File: config.mk
export PLATFORM = sky130hd
export DESIGN_NAME = mole_controller_flat
export DESIGN_NICKNAME = d
export VERILOG_FILES = /design/src/rtl/mole_controller_if.sv /design/src/rtl/mole_controller.sv /design/src/flat_wrapper.sv
export SDC_FILE = /design/constraint.sdc
export NUM_CORES = 1
export LEC_CHECK = 0
export ABC_AREA = 1
export BUFFER_PORTS_ARGS = -buffer_cell sky130_fd_sc_hd__buf_2
export CAP_MARGIN = 15
export CORE_UTILIZATION = 54
export CTS_CLUSTER_SIZE = 40
export DETAILED_ROUTE_END_ITERATION = 6
export PLACE_DENSITY = 0.77
export REMOVE_ABC_BUFFERS = 1
export SLEW_MARGIN = 20
export SYNTH_ARGS = -nofsm -noshare
export SYNTH_HDL_FRONTEND = slang
export SYNTH_SLANG_ARGS = --single-unit
File: constraint.sdc
create_clock -name clk -period 5.4 [get_ports clk]
set_clock_uncertainty 0.2 [all_clocks]
set_input_delay 1.08 -clock clk [delete_from_list [all_inputs] [get_ports clk]]
set_output_delay 1.08 -clock clk [all_outputs]
set_load 0.005 [all_outputs]
File: src/rtl/mole_controller_if.sv
`default_nettype none
// ============================================================================
// Module      : mole_controller_if
// Description : Game-side signal bundle between the whack-a-mole round
//               sequencer (slave) and the surrounding datapath (master).
// Revision    : 1.0 - initial release
// ============================================================================
interface mole_controller_if;
    logic       start;
    logic [2:0] lfsr_in;
    logic       lfsr_enable;
    logic [3:0] hit;
    logic       mole_up;
    logic [1:0] mole_box;
    logic [7:0] score;
    logic [3:0] misses;
    logic       game_over;

    // Datapath / stimulus side
    modport master (
        output start,
        output lfsr_in,
        output hit,
        input  lfsr_enable,
        input  mole_up,
        input  mole_box,
        input  score,
        input  misses,
        input  game_over
    );

    // Round sequencer side
    modport slave (
        input  start,
        input  lfsr_in,
        input  hit,
        output lfsr_enable,
        output mole_up,
        output mole_box,
        output score,
        output misses,
        output game_over
    );
endinterface
`default_nettype wire

File: src/rtl/mole_controller.sv
`default_nettype none
// ============================================================================
// Module      : mole_controller
// Description : Whack-a-mole round sequencer. Waits an empty-field gap,
//               advances the upstream LFSR, maps its state to one of four
//               boxes, shows the mole for a bounded window, scores hits,
//               counts misses and ends the game after MAX_MISSES misses.
// Revision    : 1.0 - initial release
// ============================================================================
module mole_controller #(
    parameter int GAP_CYCLES = 25_000_000,
    parameter int UP_CYCLES  = 50_000_000,
    parameter int MAX_MISSES = 3
) (
    input  wire logic         clk,
    input  wire logic         reset,
    mole_controller_if.slave  bus
);

    // One shared down-counter times both the gap and the up window
    localparam int CNT_MAX = (GAP_CYCLES > UP_CYCLES) ? GAP_CYCLES : UP_CYCLES;
    localparam int CNT_W   = (CNT_MAX > 1) ? $clog2(CNT_MAX) : 1;

    localparam logic [CNT_W-1:0] C_GAP_LOAD  = CNT_W'(GAP_CYCLES - 1);
    localparam logic [CNT_W-1:0] C_UP_LOAD   = CNT_W'(UP_CYCLES - 1);
    localparam logic [3:0]       C_MAX_MISS  = 4'(MAX_MISSES);
    localparam logic [7:0]       C_SCORE_MAX = 8'hFF;

    typedef enum logic [2:0] {
        ST_IDLE      = 3'd0,
        ST_GAP       = 3'd1,
        ST_SPAWN     = 3'd2,
        ST_LATCH     = 3'd3,
        ST_UP        = 3'd4,
        ST_GAME_OVER = 3'd5
    } state_t;

    state_t           state_q,    state_d;
    logic [CNT_W-1:0] cnt_q,      cnt_d;
    logic [1:0]       box_q,      box_d;
    logic [7:0]       score_q,    score_d;
    logic [3:0]       misses_q,   misses_d;

    logic [3:0]       misses_inc;
    logic             hit_match;
    logic             cnt_zero;

    // LFSR state to box index; the non-uniform folding of eight codes onto
    // four boxes is intentional and matches the upstream selector.
    function automatic logic [1:0] map_box(input logic [2:0] code);
        logic [1:0] box;
        case (code)
            3'b001, 3'b010, 3'b100: box = 2'd0;
            3'b011, 3'b101:         box = 2'd1;
            3'b110:                 box = 2'd2;
            default:                box = 2'd3;   // 3'b111, 3'b000
        endcase
        return box;
    endfunction

    assign misses_inc = misses_q + 4'd1;
    assign hit_match  = bus.hit[box_q];
    assign cnt_zero   = (cnt_q == '0);

    // Next-state, counter and scoreboard update
    always_comb begin
        state_d  = state_q;
        cnt_d    = cnt_q;
        box_d    = box_q;
        score_d  = score_q;
        misses_d = misses_q;

        case (state_q)
            ST_IDLE, ST_GAME_OVER: begin
                if (bus.start) begin
                    state_d  = ST_GAP;
                    cnt_d    = C_GAP_LOAD;
                    score_d  = 8'd0;
                    misses_d = 4'd0;
                end
            end
            ST_GAP: begin
                if (cnt_zero) begin
                    state_d = ST_SPAWN;
                end else begin
                    cnt_d = cnt_q - 1'b1;
                end
            end
            ST_SPAWN: begin
                state_d = ST_LATCH;
            end
            ST_LATCH: begin
                // LFSR advanced at the end of SPAWN, so lfsr_in is fresh here
                box_d   = map_box(bus.lfsr_in);
                cnt_d   = C_UP_LOAD;
                state_d = ST_UP;
            end
            ST_UP: begin
                // A hit takes priority over expiry in the final up cycle
                if (hit_match) begin
                    score_d = (score_q == C_SCORE_MAX) ? score_q : score_q + 8'd1;
                    cnt_d   = C_GAP_LOAD;
                    state_d = ST_GAP;
                end else if (cnt_zero) begin
                    misses_d = misses_inc;
                    if (misses_inc == C_MAX_MISS) begin
                        state_d = ST_GAME_OVER;
                    end else begin
                        cnt_d   = C_GAP_LOAD;
                        state_d = ST_GAP;
                    end
                end else begin
                    cnt_d = cnt_q - 1'b1;
                end
            end
            default: begin
                state_d = ST_IDLE;
            end
        endcase
    end

    // State and datapath registers with synchronous reset
    always_ff @(posedge clk) begin
        if (reset) begin
            state_q  <= ST_IDLE;
            cnt_q    <= '0;
            box_q    <= 2'd0;
            score_q  <= 8'd0;
            misses_q <= 4'd0;
        end else begin
            state_q  <= state_d;
            cnt_q    <= cnt_d;
            box_q    <= box_d;
            score_q  <= score_d;
            misses_q <= misses_d;
        end
    end

    assign bus.lfsr_enable = (state_q == ST_SPAWN);
    assign bus.mole_up     = (state_q == ST_UP);
    assign bus.game_over   = (state_q == ST_GAME_OVER);
    assign bus.mole_box    = box_q;
    assign bus.score       = score_q;
    assign bus.misses      = misses_q;

endmodule
`default_nettype wire

File: src/flat_wrapper.sv
// flat-port wrapper written by rule: the top's interface ports become plain ports
module mole_controller_flat 
#(
    parameter int GAP_CYCLES = 25_000_000,
    parameter int UP_CYCLES  = 50_000_000,
    parameter int MAX_MISSES = 3
)
  (clk, reset, bus_start, bus_lfsr_in, bus_hit, bus_lfsr_enable, bus_mole_up, bus_mole_box, bus_score, bus_misses, bus_game_over);
  mole_controller_if bus_i ();
  input  wire logic clk;
  input  wire logic reset;
  input wire logic [$bits(bus_i.start)-1:0] bus_start;
  input wire logic [$bits(bus_i.lfsr_in)-1:0] bus_lfsr_in;
  input wire logic [$bits(bus_i.hit)-1:0] bus_hit;
  output wire logic [$bits(bus_i.lfsr_enable)-1:0] bus_lfsr_enable;
  output wire logic [$bits(bus_i.mole_up)-1:0] bus_mole_up;
  output wire logic [$bits(bus_i.mole_box)-1:0] bus_mole_box;
  output wire logic [$bits(bus_i.score)-1:0] bus_score;
  output wire logic [$bits(bus_i.misses)-1:0] bus_misses;
  output wire logic [$bits(bus_i.game_over)-1:0] bus_game_over;
  assign bus_i.start = bus_start;
  assign bus_i.lfsr_in = bus_lfsr_in;
  assign bus_i.hit = bus_hit;
  assign bus_lfsr_enable = bus_i.lfsr_enable;
  assign bus_mole_up = bus_i.mole_up;
  assign bus_mole_box = bus_i.mole_box;
  assign bus_score = bus_i.score;
  assign bus_misses = bus_i.misses;
  assign bus_game_over = bus_i.game_over;
  mole_controller #(.GAP_CYCLES(GAP_CYCLES), .UP_CYCLES(UP_CYCLES), .MAX_MISSES(MAX_MISSES)) u_core (.clk(clk), .reset(reset), .bus(bus_i));
endmodule
Yosys cells after proc, flatten, opt, wreduce, memory -nomap -nowiden
Index checks and enable logic that the tools add are counted.
{"block": "word_totals", "regBits": 43, "input_bits": 10, "output_inout_bits": 17, "elab_cells": 65}
{"block": "op_classes", "n_addsub": 3, "n_lt_le_gt_ge": 1, "eq_ne": 22, "n_mux": 23, "n_reduce_logical": 11}
{"op": "$mux W26", "count": 5}
{"op": "$pmux W26 S4", "count": 1}
{"op": "$logic_not A26 Y1", "count": 1}
{"op": "$sub A26 B1 Y26 const B", "count": 1}
{"op": "$mux W8", "count": 3}
{"op": "$pmux W8 S2", "count": 1}
{"op": "$eq A3 B3 Y1 const B", "count": 5}
{"op": "$mux W3", "count": 5}
{"op": "$pmux W3 S5", "count": 1}
{"op": "$eq A3 B2 Y1 const B", "count": 4}
{"op": "$mux W4", "count": 3}
{"op": "$reduce_and A4 Y1", "count": 3}
{"op": "$add A8 B1 Y8 const B", "count": 1}
{"op": "$eq A8 B8 Y1 const B", "count": 1}
{"op": "$ne A2 B2 Y1 const B", "count": 4}
{"op": "$pmux W4 S2", "count": 1}
{"op": "$eq A3 B1 Y1 const B", "count": 2}
{"op": "$ne A2 B1 Y1 const B", "count": 3}
{"op": "$pmux W2 S3", "count": 1}
{"op": "$add A4 B1 Y4 const B", "count": 1}
{"op": "$eq A4 B2 Y1 const B", "count": 1}
{"op": "$ne A4 B3 Y1 const B", "count": 1}
{"op": "$reduce_bool A4 Y1", "count": 1}
{"op": "$reduce_or A2 Y1", "count": 2}
{"op": "other kinds (8)", "count": 8}

Longest topological paths before layout
Gate-level depths: netlist of the first run.
{"block": "logic_depth", "word_depth": 6, "depth_mapped": 13, "ltp_nobuf": 13}

Worst setup path before layout of the first run
Ideal clock, no wire load.
{"block": "synth_timing", "path_type": "input -> register", "startpoint": "input port bus_hit[1]", "endpoint": "register u_core.cnt_q[0]", "t_arrival_ns": 1.967, "t_required_ns": 5.078, "slack_ns": 3.111, "cell_stages": 10, "path_buffers": 1, "path_cell_list": "nand2_1 nand3_1 nand2_1 nand3_1 nand2_1 nand2_2 buf_6 nand3_4 nor2_4 a21oi_2"}
{"block": "synth_via", "elab_chain_len": 4, "word_cells_on_any_way": 6, "classes_between": "1 x eq/ne; 4 x mux; 1 x reduce/logical"}
{"element": "start, declared", "line": "flat_wrapper.sv:14", "source": "input wire logic [$bits(bus_i.hit)-1:0] bus_hit;"}
{"element": "$bmux W1 S2 *", "line": "mole_controller.sv:62", "source": "assign hit_match = bus.hit[box_q];"}
{"element": "$mux W1 (not written as such) *", "line": "mole_controller.sv:62"}
{"element": "$ne A4 B3 Y1 (no source line) / $mux W26 (equally long branches)"}
{"element": "$reduce_and A4 Y1 (no source line) / $pmux W26 S4 (equally long branches)"}
{"element": "end signal, assigned", "line": "mole_controller.sv:132", "source": "cnt_q <= cnt_d;"}
{"element": "end, declared", "line": "mole_controller.sv:39", "source": "logic [CNT_W-1:0] cnt_q, cnt_d;"}
Mark *: on every way between the ends. The rest lies on a longest branch, timed or not. The select of a mux whose other input is x is not followed.
A chain may end at the register's enable or synchronous reset.

Worst setup path after layout of the first run
{"block": "layout_timing", "startpoint": "register u_core.state_q[1]", "endpoint": "output port bus_mole_up"}
{"block": "layout_via", "elab_chain_len": 1}
{"element": "start, declared", "line": "mole_controller.sv:38", "source": "state_t state_q, state_d;"}
{"element": "start signal, assigned", "line": "mole_controller.sv:131", "source": "state_q <= state_d;"}
{"element": "$eq A3 B3 Y1", "line": "mole_controller.sv:140", "source": "assign bus.mole_up = (state_q == ST_UP);"}
{"element": "end, declared", "line": "flat_wrapper.sv:16", "source": "output wire logic [$bits(bus_i.mole_up)-1:0] bus_mole_up;"}
No other way between the ends.

==> results, run 1 <==
- In this run, post-CTS repair resized a total of 0 instances.
- The worst path in the final design needs a cycle of 2558 ps, including I/O delays and setup.
- The buffering stage count on the worst path with inverters included is 3.
- The critical path required time is 4120 ps.
- For the worst-skew pair, the clock arrives at the later sink with an insertion delay of approximately 300 ps.
- The final critical path takes up 47.37% of the cycle.
- The first-pass detailed-route iteration total is 4.
- The worst setup path is launched from a flop.
- The maximum clock insertion buffer count is 2.
- The number of top-level pins is 27.
- The height of the die is 75.48 um.
- The power density normalized to cell area is 547.7 nW/um^2.
- Net switching is 51.14% of the power.
- The kind of critical path is flop to output port.
- The largest net degree at the start of global routing is 29.
- The repair_antennas step left the layout with diodes totalling 0.
- The largest stage delay on the critical path is 350 ps.
- The first-pass GRT wire length is 11.50 mm.
- The capturing element type of the critical path is an output port.
- After legalization and detailed placement, the total HPWL measured 5.333 mm.
- After floorplanning, the core was sized to cover approximately 5100 sq um.
- In this run, post-CTS hold repair placed 0 buffers.
- Routability-driven placement finished with a final weighted congestion of 0.9116.
- The most instantiated flip-flop cell in the synthesis netlist is sky130_fd_sc_hd__dfxtp_1.
- The layout has 502 filler cells.
- The combined flip-flop and latch cell area is 860.8 sq um.
- Global routing used 26.41% of the available tracks across all layers.
- The worst slew margin relative to its limit is a little under half.
- Of all cell types, the one taking the most synthesized area is sky130_fd_sc_hd__dfxtp_1.
- The horizontal die dimension is 75.48 um.
- The sequential-to-total area share from yosys stat is 29.53%.
- The share of total power dissipated in combinational logic is between 50% and 60%.
- The cell type with the highest occurrence count on the critical path is sky130_fd_sc_hd__inv_2.
- The cell area reported after detailed placement is 3083 sq um.
- Using the TritonRoute via totals, the vias-per-cell ratio works out to approximately 5.4.
- CTS saw 43 sinks.
- For this run, the number of Yosys warnings is 0.
- The clock-pin slew reported for the worst setup and hold paths after clock tree synthesis is 80 ps.
- The CTS tree is yes.
- The hold violation total from the final report is 0.
- For the pin with the worst max-slew slack, the measured transition is 815.8 ps.
- The CTS root buffer is sky130_fd_sc_hd__clkbuf_8.
- The number of placement rows is 26.
- The final standard cell utilization of the core is 62.27%.
- The initial core utilization is 56.72%.
- The clock network is responsible for 15.1% of the overall power.
- In the synthesized netlist, the number of instances is 460.
- The share of total power dissipated in sequential elements is 28.7%.
- Traced cell by cell, the critical path runs through inv_2 -> nand3_2 -> inv_2 -> buf_2.
- Summed over its instances, the top area cell type makes up 29.53% of the synthesized netlist area.
- The violation count after the first detailed-routing iteration is around 190.
- The internal power of the cells is 856.4 uW.
- The number of antenna violations at the first check in global routing is 0.
- The async set-or-reset flop fraction in the synthesized netlist is 0%.
- The total number of vias is 2985.
- The share of layout cells above drive strength 1 is 18.48%.
- Summing every instance area after synthesis gives 2915 sq um.
- The distinct cell type count after synthesis is 36.
- In the final timing run, aggregate negative setup slack is 0 ps.
- The die footprint is 5696 sq um.
- Each instance of the synthesized netlist takes up on average 6.338 sq um.
- The number of buffers created by CTS is 5.
- The synthesis-to-layout area growth is 9.785%.
- The slowest library cell on the worst path is sky130_fd_sc_hd__dfxtp_1.
- For this design the total switching power over the nets is 896.5 uW.
- After detailed routing, the number of remaining DRC violations is 0.
- After routing the design area is 3201 sq um.
- Synthesis inferred 43 register bits.
- The number of violations of the max-capacitance limit is 0.
- In this run the post-CTS setup repair buffer count came out at 0.
- In this run the number of H-tree levels came out at 2.
- The number of global-route vias before repair is around 2600.
- After detailed routing, the average wire length per cell comes to 12.77 um.
- The number of setup violations in the final report is 0.
- The flow ran to the end, and the final reports show no timing, DRC or antenna violations.
- The top fanout value on the critical path is 8.
- The kind of cell with the highest combined delay along the critical path is buffers and inverters.
- The synthesized design contains 0 enable-type register cells.
- The analysis attributes to cell leakage a power of 1.471 nW.
- The number of nets with antenna violations after routing is 0.
- The total wirelength of the detailed-routed design is slightly above 7 mm.
- VDD sags by at most 0.3078 mV.
- By area the synthesized netlist is led by sky130_fd_sc_hd__dfxtp_1 (30%), sky130_fd_sc_hd__nand2_1 (16%), sky130_fd_sc_hd__nor2_1 (7.6%), sky130_fd_sc_hd__inv_1 (6.1%), sky130_fd_sc_hd__nand3_1 (5.7%).
- Global routing finished with a remaining overflow of 0.
- The count of buffers inserted at the top-level ports is 26.
- After the last flow step, the layout net total stands at ~500.
- Setup repair after global routing left no endpoint under its margin.
- The path class of the tightest hold or removal check is flop to flop.
- Summing all multi-input logic gate instances after layout gives 1782 sq um.
- The top achievable clock speed is between 300 and 400 MHz.
- Data arrives at the worst endpoint at 1280 ps.
- The final-report max-slew violation count is 0.
-- worst reg2reg max path: stages (launching register included) --
cell,delay [ps]
sky130_fd_sc_hd__dfxtp_1,430
sky130_fd_sc_hd__ha_1,210
sky130_fd_sc_hd__nor2_1,50
sky130_fd_sc_hd__nor2_1,170
sky130_fd_sc_hd__nor2_1,80
sky130_fd_sc_hd__nand3_1,100
sky130_fd_sc_hd__nand2_1,70
sky130_fd_sc_hd__nand2_2,220
sky130_fd_sc_hd__nand2_4,240
sky130_fd_sc_hd__inv_2,200
sky130_fd_sc_hd__nand3_1,110
sky130_fd_sc_hd__nand2_1,70
sky130_fd_sc_hd__inv_1,40
-- worst paths after layout --
| kind | from | endpoint | slack [ps] | depth (start not counted) |
|---|---|---|---|---|
| min reg2reg | u_core.bus.score[7] | u_core.bus.score[7] | 300 | 2 |
| max | u_core.state_q[1] | bus_mole_up | 2840 | 4 |
| max reg2reg | u_core.bus.misses[1] | u_core.cnt_q[18] | 3120 | 12 |
| min | u_core.bus.score[7] | u_core.bus.score[7] | 300 | 2 |
-- per-stage QoR --
stage	power [mW]	setup slack [ps]	std cells	hold slack, ps
after floorplan	1.253	2979	453	273.0
after global placement	1.450	2652	549	274.2
after detailed placement	1.477	2592	549	292.6
after CTS	1.744	2855	557	305.6
after global routing	1.897	2740	557	318.6
final	1.753	2842	557	295.3
-- area by class of cell --
class                   count  area share [%]
flip-flops and latches     43           26.90
inverters                  59           6.959
clock buffers               6           2.580
well taps                  70           2.737
multi-input cells         351           55.67
clock inverters             2           1.095
repair buffers             26           4.066
-- Yosys cell counts (2+ instances only) --
cell type / instances
sky130_fd_sc_hd__o21ai_1: 6
sky130_fd_sc_hd__buf_4: 2
sky130_fd_sc_hd__dfxtp_1: 43
sky130_fd_sc_hd__a21oi_2: 11
sky130_fd_sc_hd__nor2_1: 59
sky130_fd_sc_hd__a31oi_1: 3
sky130_fd_sc_hd__o21ai_0: 20
sky130_fd_sc_hd__nand2_1: 123
sky130_fd_sc_hd__inv_2: 10
sky130_fd_sc_hd__a21oi_1: 32
sky130_fd_sc_hd__nor2_4: 4
sky130_fd_sc_hd__clkbuf_1: 2
sky130_fd_sc_hd__buf_6: 2
sky130_fd_sc_hd__nor3_1: 3
sky130_fd_sc_hd__inv_1: 47
sky130_fd_sc_hd__nand4_1: 12
sky130_fd_sc_hd__ha_1: 5
sky130_fd_sc_hd__nand2_2: 13
sky130_fd_sc_hd__nor2_2: 9
sky130_fd_sc_hd__nand3_4: 2
sky130_fd_sc_hd__nand3_1: 33
sky130_fd_sc_hd__xor2_1: 5
-- layout by cell type, fill, tap and decap left out, types with 2 or more instances in the layout --
cell | synthesis | layout
sky130_fd_sc_hd__nand2_1 | 123 | 123
sky130_fd_sc_hd__nor2_1 | 59 | 59
sky130_fd_sc_hd__inv_1 | 47 | 47
sky130_fd_sc_hd__dfxtp_1 | 43 | 43
sky130_fd_sc_hd__nand3_1 | 33 | 33
sky130_fd_sc_hd__a21oi_1 | 32 | 32
sky130_fd_sc_hd__buf_2 | 1 | 26
sky130_fd_sc_hd__o21ai_0 | 20 | 20
sky130_fd_sc_hd__nand2_2 | 13 | 13
sky130_fd_sc_hd__nand4_1 | 12 | 12
sky130_fd_sc_hd__a21oi_2 | 11 | 11
sky130_fd_sc_hd__inv_2 | 10 | 10
sky130_fd_sc_hd__nor2_2 | 9 | 9
sky130_fd_sc_hd__o21ai_1 | 6 | 6
sky130_fd_sc_hd__clkbuf_8 | 0 | 6
sky130_fd_sc_hd__xor2_1 | 5 | 5
sky130_fd_sc_hd__ha_1 | 5 | 5
sky130_fd_sc_hd__nor2_4 | 4 | 4
sky130_fd_sc_hd__a31oi_1 | 3 | 3
sky130_fd_sc_hd__nor3_1 | 3 | 3
sky130_fd_sc_hd__nand3_4 | 2 | 2
sky130_fd_sc_hd__clkinv_2 | 1 | 2
-- kinds of logic after synthesis --
group / count (synthesis) / synth area share [%]
and+or+nand+nor: 263 / 41.24
AOI/OAI and AO/OA: 78 / 16.22
buffers and inverters: 66 / 9.356
DFF: 43 / 29.53
xor gates and xnor gates: 5 / 1.502
adders and majority gates: 5 / 2.146
-- state kept, by name, summed over array words and instances, names as in the netlist --
name,flops
u_core.bus.misses,4
u_core.bus.score,8
u_core.bus.mole_box,2
u_core.cnt_q,26
u_core.state_q,3
-- power groups by stage --
| stage | Combinational [mW] | Clock, mW | Sequential [mW] |
|---|---|---|---|
| after CTS | 0.974 | 0.269 | 0.501 |
| final | 0.985 | 0.264 | 0.504 |
| after detailed placement | 0.970 | 0 | 0.507 |
| after global placement | 0.946 | 0 | 0.504 |
| after global routing | 1.10 | 0.285 | 0.516 |
| after floorplan | 0.770 | 0 | 0.483 |
-- metal layers --
metal	vias up	global-route usage (%)	routed length [um]
met4	0	6.379	118
met5	-	0	0
met2	77	46.53	3492
li1	1531	-	-
met3	15	5.952	296
met1	1362	32.71	3208
Note: power is estimated with default switching activity, not from simulation.
==> run 2: changes to the inputs <==
==> constraint.sdc (replaced) <==
create_clock -name clk -period 2.5 [get_ports clk]
set_clock_uncertainty 0.2 [all_clocks]
set_input_delay 0.5 -clock clk [delete_from_list [all_inputs] [get_ports clk]]
set_output_delay 0.5 -clock clk [all_outputs]
set_load 0.005 [all_outputs]
==> run 2 against run 1 <==
- first-iteration DRC count increased by 24%
- flip-flop and latch count unchanged
- worst setup slack lost 2600 ps
- global-route usage shrank 0.39 points
- critical path depth is 9 higher
==> results, run 2 (synthesis gave the netlist of run 1 again) <==
- The flow ran to the end, and the final reports show no timing, DRC or antenna violations.
- The top fanout value on the critical path is 21 (+13).
- The detailed-routing wirelength on met1 is 3.212 mm (+0.12%).
- The total number of vias is 2954 (-1.0%).
- The die footprint is 5696 sq um (unchanged).
- The critical path required time is 2500 ps (-1620 ps).
- The CTS root buffer is sky130_fd_sc_hd__clkbuf_8.
- The number of global-route vias before repair is 2588 (+0.31%).
- The number of buffers created by CTS is 5 (unchanged).
- The count of buffers added by post-CTS timing repair for setup is 0 (unchanged).
- The final weighted congestion of routability-driven global placement was 0.9216 (+1.1%).
- The flip-flop count of the largest register after layout was 26 (unchanged).
- The hold violation total from the final report is 0 (unchanged).
- The cell area reported after detailed placement was 3090 sq um (+0.24%).
- In the finished design, the share of the clock period the worst path needs comes to 90.24%.
- The number of setup violations in the final report is 0 (unchanged).
- The detailed router used layers up to and including met4.
- The count of unresolved DRC violations after routing is 0 (unchanged).
- The library cell used most frequently in the layout, excluding fill and tap cells, is sky130_fd_sc_hd__nand2_1.
- The average detailed-routed wire length per instance is 12.54 um (-1.8%).
- The number of nets with antenna violations after routing is 0 (unchanged).
- The CTS sink count is 43 (unchanged).
- In the layout the commonest cells are sky130_fd_sc_hd__nand2_1 (123), sky130_fd_sc_hd__nor2_1 (59), sky130_fd_sc_hd__inv_1 (47).
- The worst-skew pair later-pin latency is 300 ps (about the same).
- The overall overflow remaining after global route was 0 (unchanged).
- The maximum clock insertion buffer count is 2 (unchanged).
- The nature of the critical path startpoint is a flop.
- The minimum period implied by the final worst setup slack is roughly 2300 ps.
- The worst setup slack after layout is 244.0 ps (-2598 ps).
- The routed length on met3 was 256 um (-14%).
- The highest ir drop seen on vdd is 0.4854 mV (+58%).
- The floorplan core area is 5140 sq um (unchanged).
- The path type of the worst min-delay path is primary input to flop.
- The CTS H-tree depth is 2 (unchanged).
- The capturing element type of the critical path is a flop.
- The number of filler instances in the final layout is 536 (+6.8%).
- The CTS tree is yes.
- The count of nets after finishing was 502 (+0.20%).
- The number of violations of the max-capacitance limit is 0 (unchanged).
- The first-pass detailed-route iteration total is 6 (+2).
- The synthesis-to-layout area growth is 9.013%.
- The first-pass GRT wire length is 11.34 mm (-1.4%).
- Setup repair after global routing left no endpoint under its margin.
- The static leakage was 1.461 nW (-0.63%).
- The largest net degree at the start of global routing was 26 (-10%).
- The final HPWL from detailed placement is 5.212 mm (-2.3%).
- The total track usage was 26.03% (-0.39 points).
- The count of hold-fix buffers inserted at cts came to 0 (unchanged).
- The worst slew margin relative to its limit is 74.13% (+29 points).
- The register-to-register setup slack came to 240 ps (-2880 ps).
- The horizontal die dimension was 75.48 um (unchanged).
- The total wirelength of the detailed-routed design came to 6.985 mm (-1.8%).
- The number of top-level pins is 27 (unchanged).
- The final-report max-slew violation count was 0 (unchanged).
- The finished layout cell area is 3178 sq um (-0.70%).
- The clock-pin slew reported for the worst setup and hold paths after clock tree synthesis is 80 ps (about the same).
- For this run, the top clock speed supported by timing is ~440 MHz.
- The share of layout cells above drive strength 1 was 18.48% (unchanged).
- The number of antenna violations at the first check in global routing is 0 (unchanged).
- The endpoint arrival time on the critical path was 2260 ps (+980 ps).
- The initial core utilization was 56.72% (unchanged).
- The number of placement rows is 26 (unchanged).
- The worst hold slack came to 284.4 ps (-10.89 ps).
- The post-cts gate resize count is 0 (unchanged).
- The setup slack after placement is 289.5 ps (-2303 ps).
- The number of diodes came to 0 (unchanged).
- The count of buffers inserted at the top-level ports is 26 (unchanged).
- The critical path in this run is classified as flop to flop.
- The violation count after the first detailed-routing iteration is 240 (+24%).
- The actual transition at the worst max-transition pin was 387.0 ps (-428.7 ps).
- The average vias per placed instance is 5.303 (-1.0%).
- The height of the die is 75.48 um (unchanged).
- The met2 routed wirelength came to 3.431 mm (-1.7%).
- More flip-flops sit in one register than any other, and that register is u_core.cnt_q.
- The post-route setup TNS is 0 ps (unchanged).
- The power density normalized to cell area is 1150 nW/um^2 (+110%).
==> run 2: worst paths after layout <==
kind | start | to | cells past startpoint
hold reg to reg | u_core.bus.score[7] | u_core.bus.score[7] | 2
setup / recovery | u_core.bus.misses[1] | u_core.cnt_q[18] | 13
hold / removal | bus_lfsr_in[2] | u_core.bus.mole_box[1] | 3
setup reg to reg | u_core.bus.misses[1] | u_core.cnt_q[18] | 13
==> run 2: stage by stage <==
stage,utilization (%),power [mW],std cells
global route,61.83,3.981,557
detailed placement,60.13,3.178,550
global placement,60.13,3.127,550
floorplan,-,2.707,453
finish,61.83,3.656,557
CTS,61.83,3.643,557
==> run 2: area by class of cell <==
class	count	area [sq um]	share of cell area (%)
multi-input combinational	351	1782	56.06
sequential	43	860.8	27.09
inverter	59	222.7	7.008
timing repair buffer	27	137.6	4.331
tap	70	87.58	2.756
clock buffer	6	82.58	2.598
clock inverter	1	5.005	0.1575
==> run 2: worst max-delay path, cell delays in order, from the launching register on <==
cell	delay (ps)
sky130_fd_sc_hd__dfxtp_1	370
sky130_fd_sc_hd__ha_1	210
sky130_fd_sc_hd__nand2_1	80
sky130_fd_sc_hd__inv_1	50
sky130_fd_sc_hd__nor2_1	150
sky130_fd_sc_hd__nor2_1	70
sky130_fd_sc_hd__nand3_1	90
sky130_fd_sc_hd__nand2_1	70
sky130_fd_sc_hd__nand2_2	220
sky130_fd_sc_hd__nand2_4	230
sky130_fd_sc_hd__inv_2	200
sky130_fd_sc_hd__nand3_1	110
sky130_fd_sc_hd__nand2_1	70
sky130_fd_sc_hd__inv_1	40
==> run 2: metal layers <==
layer | track usage [%] | up-vias
met2 | 45.24 | 73
met3 | 4.762 | 9
met1 | 32.84 | 1335
met5 | 0 | -
met4 | 7.819 | 0
li1 | - | 1537
==> run 2: power by group <==
| group | total (mW) | leakage, nW | internal, mW | switching (mW) |
|---|---|---|---|---|
| clock | 0.459 | 0.0470 | 0.217 | 0.242 |
| sequential | 1.08 | 0.353 | 0.877 | 0.207 |
| combinational | 2.11 | 1.06 | 0.651 | 1.46 |
